`config.mk`:
```
export PLATFORM = sky130hd
export DESIGN_NAME = serial_add_ctrl
export DESIGN_NICKNAME = d
export VERILOG_FILES = /design/src/rtl/serial_add_pkg.sv /design/src/rtl/add1b_full.sv /design/src/rtl/serial_add_ctrl.sv
export SDC_FILE = /design/constraint.sdc
export NUM_CORES = 1
export LEC_CHECK = 0
export CAP_MARGIN = 20
export CORE_ASPECT_RATIO = 1.1
export CORE_UTILIZATION = 49
export CTS_CLUSTER_SIZE = 30
export DETAILED_ROUTE_END_ITERATION = 10
export PLACE_DENSITY = 0.79
export SLEW_MARGIN = 20
export SYNTH_ARGS = -nofsm -noshare
export SYNTH_HDL_FRONTEND = slang
export SYNTH_HIERARCHICAL = 1
export SYNTH_SLANG_ARGS = --single-unit
```
`constraint.sdc`:
```
create_clock -name clk -period 1.7 [get_ports clk]
set_clock_uncertainty 0.1 [all_clocks]
set_input_delay 0.255 -clock clk [delete_from_list [all_inputs] [get_ports clk]]
set_output_delay 0.255 -clock clk [all_outputs]
set_load 0.01 [all_outputs]
```
`src/rtl/serial_add_pkg.sv`:
```
// Shared types and constants for the bit-serial adder controller.
// Optional subtract mode is enabled by defining SERIAL_ADD_SUB_EN.
package serial_add_pkg;

    // Default operand/sum width in bits.
    localparam int DEFAULT_WIDTH = 8;

    // Controller states.
    typedef enum logic [1:0] {
        IDLE = 2'b00,
        RUN  = 2'b01,
        DONE = 2'b10
    } state_t;

    // Bit counter width: enough to index WIDTH bits, and never less than one bit.
    function automatic int cnt_width(input int width);
        return (width <= 1) ? 1 : $clog2(width);
    endfunction

endpackage

```
`src/rtl/add1b_full.sv`:
```
// Combinational 1-bit full adder: two half-adder stages plus an OR for the carry.
module add1b_full (
    input  logic x,
    input  logic y,
    input  logic cin,
    output logic result,
    output logic retenue
);

    logic p;   // first half-adder sum
    logic g1;  // first half-adder carry
    logic g2;  // second half-adder carry

    // First stage adds the operands, second stage folds in the carry.
    assign p       = x ^ y;
    assign g1      = x & y;
    assign result  = p ^ cin;
    assign g2      = p & cin;
    assign retenue = g1 | g2;

endmodule

```
`src/rtl/serial_add_ctrl.sv`:
```
// Bit-serial WIDTH-bit adder controller: one full-adder cell is time-shared
// over all operand bits, LSB first, with the carry registered between cycles.
// Defining SERIAL_ADD_SUB_EN adds a 'sub' input that turns the operation into
// x - y (y inverted, initial carry 1); retenue=1 then means no borrow.
module serial_add_ctrl
    import serial_add_pkg::*;
#(
    parameter int WIDTH = DEFAULT_WIDTH
) (
    input  logic             clk,
    input  logic             rst_n,
    input  logic             start,
`ifdef SERIAL_ADD_SUB_EN
    input  logic             sub,
`endif
    input  logic [WIDTH-1:0] x,
    input  logic [WIDTH-1:0] y,
    output logic             busy,
    output logic             done,
    output logic [WIDTH-1:0] result,
    output logic             retenue
);

    localparam int            CW   = cnt_width(WIDTH);
    localparam logic [CW-1:0] LAST = CW'(WIDTH - 1);

    state_t            state;
    logic [WIDTH-1:0]  xs;
    logic [WIDTH-1:0]  ys;
    logic              carry;
    logic [CW-1:0]     cnt;

    logic [WIDTH-1:0]  y_load;
    logic              cin_load;
    logic              s;
    logic              c;
    logic [WIDTH-1:0]  result_shift;

    // Operand B and initial carry as loaded on an accepted start.
`ifdef SERIAL_ADD_SUB_EN
    assign y_load   = sub ? ~y : y;
    assign cin_load = sub;
`else
    assign y_load   = y;
    assign cin_load = 1'b0;
`endif

    // The single shared full-adder cell works on the current LSB pair.
    add1b_full u_cell (
        .x       (xs[0]),
        .y       (ys[0]),
        .cin     (carry),
        .result  (s),
        .retenue (c)
    );

    // Result shifts right with the new sum bit entering at the MSB; the
    // concatenation form also covers WIDTH=1 without a zero-width slice.
    assign result_shift = WIDTH'({s, result} >> 1);

    // Controller FSM, bit counter, operand/result shift registers, registered outputs.
    always_ff @(posedge clk) begin
        // NOTE: all state here uses non-blocking assignments so every register
        // samples pre-edge values; blocking would let later lines see new values.
        if (!rst_n) begin
            // NOTE: the shift registers are ordinary flops, not a memory array,
            // so clearing them on reset is cheap and leaves no stale partial sum.
            state   <= IDLE;
            busy    <= 1'b0;
            done    <= 1'b0;
            xs      <= '0;
            ys      <= '0;
            carry   <= 1'b0;
            cnt     <= '0;
            result  <= '0;
            retenue <= 1'b0;
        end else begin
            case (state)
                IDLE: begin
                    done <= 1'b0;
                    if (start) begin
                        xs    <= x;
                        ys    <= y_load;
                        carry <= cin_load;
                        cnt   <= '0;
                        busy  <= 1'b1;
                        state <= RUN;
                    end
                end
                RUN: begin
                    xs     <= xs >> 1;
                    ys     <= ys >> 1;
                    result <= result_shift;
                    carry  <= c;
                    if (cnt == LAST) begin
                        retenue <= c;
                        cnt     <= '0;
                        busy    <= 1'b0;
                        done    <= 1'b1;
                        state   <= DONE;
                    end else begin
                        cnt <= cnt + CW'(1);
                    end
                end
                DONE: begin
                    done  <= 1'b0;
                    state <= IDLE;
                end
                default: begin
                    busy  <= 1'b0;
                    done  <= 1'b0;
                    state <= IDLE;
                end
            endcase
        end
    end

endmodule

```
==> results of run 1 <==
[registers in the layout, indices dropped and copies added, names as in the netlist]
name and cells:
state 2, busy 1, done 1, xs 8
ys 8, carry 1, cnt 3, retenue 1
result 8
[kinds of logic (layout without fill, tap and decap cells)]
family                   Yosys count  count (layout)  synth area share (%)
multiplexers                       1               1                 0.746
AO/OA/AOI/OAI                     48              48                  22.6
AND/OR/NAND/NOR                   60              60                  19.8
flip-flops                        33              33                  49.3
adder cells (fa/ha/maj)            3               3                  3.36
buffers and inverters             11              43                  4.29
[area by class of cell]
| cell class | count | area (µm²) | share of cell area, % |
|---|---|---|---|
| sequential | 33 | 661 | 37.3 |
| multi-input combinational | 112 | 623 | 35.2 |
| timing repair buffer | 34 | 340 | 19.2 |
| clock inverter | 3 | 65.1 | 3.68 |
| tap | 31 | 38.8 | 2.19 |
| clock buffer | 5 | 37.5 | 2.12 |
| inverter | 1 | 3.75 | 0.212 |
[cell usage after synthesis, drive strengths merged]
master | instances | share of area, %
a21boi | 9 | 5.0
a21oi | 1 | 0.37
a22oi | 6 | 3.4
a31oi | 14 | 6.5
and2b | 1 | 0.56
and3 | 1 | 0.47
buf | 7 | 3.2
clkbuf | 3 | 0.84
dfxtp | 33 | 49
fa | 1 | 1.5
ha | 2 | 1.9
inv | 1 | 0.28
mux2i | 1 | 0.75
nand2 | 44 | 12
nand2b | 2 | 0.93
nand3 | 1 | 0.37
nor2 | 1 | 0.28
nor2b | 8 | 3.7
nor3b | 2 | 1.1
o211a | 1 | 0.75
o21ai | 16 | 6.0
o21bai | 1 | 0.56
[power by group through the flow]
stage	sequential (mW)	combinational, mW	clock (mW)
6_report	0.834	0.181	0.720
3_5_place_dp	0.852	0.181	0
4_1_cts	0.834	0.182	0.739
3_3_place_gp	0.850	0.175	0
5_1_grt	0.839	0.202	0.780
2_1_floorplan	0.848	0.104	0
[layer usage]
| layer | GRT usage [%] | vias up | routed length (µm) |
|---|---|---|---|
| li1 | - | 599 | - |
| met1 | 23.1 | 541 | 1170 |
| met2 | 33.5 | 26 | 1350 |
| met3 | 8.13 | 6 | 119 |
| met4 | 6.95 | 0 | 40 |
| met5 | 0 | - | 0 |
[how the worst max path moves through the flow]
| stage | from | end | slack, ns | depth (start not counted) |
|---|---|---|---|---|
| global route | result[2] | result[2] | 0.03 | 1 |
| CTS | result[2] | result[2] | 0.08 | 1 |
| global placement | start | xs[6] | 0.12 | 4 |
| floorplan | cnt[0] | busy | 0.51 | 5 |
| finish | result[2] | result[2] | 0.1 | 1 |
| detailed placement | start | xs[6] | 0.08 | 4 |
[per-stage QoR]
stage	hold slack (ns)	util, %
after detailed placement	0.357	65.5
final	0.367	69.6
after global placement	0.354	65.5
after CTS	0.348	69.6
after global routing	0.374	69.6
after floorplan	0.293	-
==> impl_metrics.toml, run 1 <==
[run_status]
status = "complete, no violations"

[synthesis]
seq_area_frac_synth_pct = 49.3
synthDistinctLibCells = 24
synthCells = 156
synth_nets = 178
syn-cell-area_mm2 = 0.00134
synth_seq_cells = 33
ys.warnings.count = 6
syn_avg_cell_area_um2 = 8.60

[global_routing]
grt_util_all_layers_pct = 20.3
grt_max_degree = 34
grt_pass1_wl_um = 4410
overflow = 0
antenna_found_initial = 0
grt_pass1_vias = 1091

[pwr]
p_comb_share_pct = 10.4
seqPwrFrac_pct = 48.1
p_per_area_mw_per_mm2 = 981
ir_worst_vdd_v = 0.000913
leakagePower_nw = 0.670
p_switching_mw = 0.373
cell_internal_pwr_mw = 1.36
power.share.clock_pct = 41.5
power.total_mw = 1.74
p_sw_share_pct = 21.5

[clock_network]
clk_pin_slew_ns = 0.10
cts-htree-levels = 2
cts.sinks = 33
root_buffer = "clkbuf_4"
cts_buffer_depth = 2
clk_latency_ns = 0.34
cts_tree = "built"
cts.hold.buffers_added = 0
cts_made_buffers = 5
post_cts_resized = 0
post_cts_buffers = 0

[final_layout]
final_nets = 209
drive_gt1_share_pct = 6.91
final_common_cell = "nand2_1"
num_antenna_cells = 0
n_fill_cell = 217
final_cell_mix = "44 x nand2_1, 33 x dfxtp_1, 29 x clkdlybuf4s50_1"
final_cells = 219
area_growth_pct = 31.9
design_area_mm2 = 0.00177

[routing]
drtIter0Drc = 25
viasPerCell = 5.35
wire_per_inst_um = 12.2
ant_nets = 0
drc_errors = 0
drt-pass1-iter-count = 4
wirelength_um = 2670
dr_total_vias = 1172

[setup_path]
required_ns = 1.34
slowest_delay_ns = 0.54
r2r_setup_slack_ns = 0.24
timing.rr.start = "state[0]"
rr_endpoint = "result[6]"
cp-end-kind = "output port"
critPathBufInv = 1
critical_path_class = "flip-flop to output port"
slowest_stage = "clkdlybuf4s50_1"
critPathMaxFanout = 3
reg2reg_depth = 3
crit_family = "buffers and inverters"
arrival_ns = 1.25
path_cells = "clkdlybuf4s50_1"
cp-start-kind = "flip-flop"

[job]
max_cap_viol_count = 0

[sta]
relSlewSlack_pct = 65.0
worst_slew_pin_slew_ns = 0.525
max_freq_mhz = 624
min_period_ns = 1.60
hold_viol_final = 0
rsz0062_at_grt = "no"
setup_ws_ns = 0.0987
fin_tns_setup_ns = 0
finalCritPeriodShare_pct = 94.2
maxSlewViolCount = 0
setup_viol = 0

[floorplan]
die_x_um = 51.9
core_area_mm2 = 0.00254
rows = 19
die_h_um = 56.9
start_util_pct = 52.7
ios = 30
die-area_mm2 = 0.00295

[place]
place_inst = 211
dpl_cell_area_mm2 = 0.00167
dp_hpwl_um = 1780
post-place-ws_ns = 0.0793
io_buffer_count = 29
gp_congestion = 0.733

[min_path]
hp-start = "result[0]"
hold_path_class = "flip-flop to flip-flop"
holdPathEnd = "result[0]"
min_path_cells = 2
(Power assumes the default switching activity.)
==> run 2, diff against run 1 <==
Settings changed: PLACE_DENSITY 0.79 to 0.78, SLEW_MARGIN 20 to 10.
==> run 2 against run 1 <==
Net effect:
- sequential cell count unchanged
- final area decreased by 2.9%
- critical endpoint is now result[6]
- global-route usage grew 0.23 points
==> impl_metrics.toml, run 2 (synthesis results as in run 1) <==
[global_routing]
grt_pass1_vias = 1063
overflow = 0
antenna_found_initial = 0
grt_max_degree = 34
grt_pass1_wl_um = 4460
grt_util_all_layers_pct = 20.5

[setup_path]
worstSetupPathDepth = 1
critPathCapture = "result[6]"
critical_path_class = "flip-flop to output port"
crit_family = "buffers and inverters"
path_cells = "clkdlybuf4s50_1"
critPathMaxFanout = 3
r2r_setup_slack_ns = 0.27
startpoint = "result[6]"
critPathBufInv = 1
cp-start-kind = "flip-flop"
slowest_stage = "clkdlybuf4s50_1"
required_ns = 1.34
rr_endpoint = "xs[0]"
timing.rr.start = "state[1]"
arrival_ns = 1.24
cp-end-kind = "output port"
slowest_delay_ns = 0.55
reg2reg_depth = 3

[place]
dpl_cell_area_mm2 = 0.00167
io_buffer_count = 29
gp_congestion = 0.733
dp_hpwl_um = 1870

[final_layout]
drive_gt1_share_pct = 6.38
final_cell_mix = "44 x nand2_1, 33 x dfxtp_1, 29 x clkdlybuf4s50_1"
top_regs = "result x8, xs x8, ys x8"
final_nets = 209
n_fill_cell = 210
design_area_mm2 = 0.00172
area_growth_pct = 28.1
num_antenna_cells = 0
final_common_cell = "nand2_1"

[routing]
wire_per_inst_um = 12.0
dr_total_vias = 1166
drt-pass1-iter-count = 4
wirelength_um = 2620
viasPerCell = 5.32
ant_nets = 0
drtIter0Drc = 19
drc_errors = 0

[sta]
max_freq_mhz = 626
worst_slew_pin_slew_ns = 0.543
min_period_ns = 1.60
finalCritPeriodShare_pct = 94.0
fin_tns_setup_ns = 0
rsz0062_at_grt = "no"
hold_viol_final = 0
maxSlewViolCount = 0
relSlewSlack_pct = 63.8
setup_viol = 0

[clock_network]
clk_latency_ns = 0.33
cts-htree-levels = 2
cts_buffer_depth = 2
cts.hold.buffers_added = 0
root_buffer = "clkbuf_4"
cts_made_buffers = 5
cts.sinks = 33
post_cts_buffers = 0
post_cts_resized = 0
cts_tree = "built"
clk_pin_slew_ns = 0.10

[floorplan]
rows = 19
core_area_mm2 = 0.00254
die_x_um = 51.9
die_h_um = 56.9
die-area_mm2 = 0.00295
start_util_pct = 52.7
ios = 30

[pwr]
p_per_area_mw_per_mm2 = 827
ir_worst_vdd_v = 0.000814
leakagePower_nw = 0.647

[job]
max_cap_viol_count = 0

[min_path]
hold_path_class = "flip-flop to flip-flop"
hp-start = "result[0]"

[run_status]
status = "complete, no violations"
==> run 2: cell types whose count changed in the layout (fill, tap and decap cells not counted), sizes merged <==
cell | previous run | this run
clkinv | 1 | 2
bufinv | 2 | 0
clkbuf | 5 | 6
==> run 2: worst min path at each step <==
stage / end / slack, ns / cells past startpoint
floorplan: ys[0] / 0.29 / 2
global placement: result[1] / 0.35 / 2
detailed placement: result[0] / 0.36 / 2
CTS: xs[2] / 0.37 / 3
global route: ys[3] / 0.39 / 3
finish: result[0] / 0.37 / 2
==> run 2: through the flow <==
step | hold slack [ns] | utilization (%) | setup slack (ns) | std cells | total power [mW]
global route | 0.389 | 67.5 | 0.0445 | 219 | 1.50
global placement | 0.353 | 65.5 | 0.118 | 211 | 1.03
CTS | 0.365 | 67.5 | 0.0779 | 219 | 1.44
detailed placement | 0.357 | 65.5 | 0.0671 | 211 | 1.03
finish | 0.365 | 67.5 | 0.101 | 219 | 1.42
floorplan | 0.293 | - | 0.510 | 156 | 0.952
==> run 2: cell type report <==
class / count / area [µm²] / share of cell area (%)
inverters: 1 / 3.75 / 0.218
flip-flops and latches: 33 / 661 / 38.5
clock inverters: 2 / 10.0 / 0.583
repair buffers: 34 / 340 / 19.8
multi-input cells: 112 / 623 / 36.3
well taps: 31 / 38.8 / 2.26
clock buffers: 6 / 41.3 / 2.40
==> run 2: routing by layer <==
layer / routed length, µm / share of wire (%) / GRT usage [%]
met5: 0 / 0 / 0
met1: 1130 / 43 / 24.0
met3: 142 / 5.4 / 7.32
met4: 46 / 1.8 / 6.95
met2: 1300 / 50 / 33.9
==> run 2: report_power, final <==
part	internal, mW	switching, mW	total, mW	leakage [nW]
Clock	0.157	0.247	0.405	0.0320
Combinational	0.0962	0.0852	0.181	0.344
Sequential	0.811	0.0233	0.835	0.270
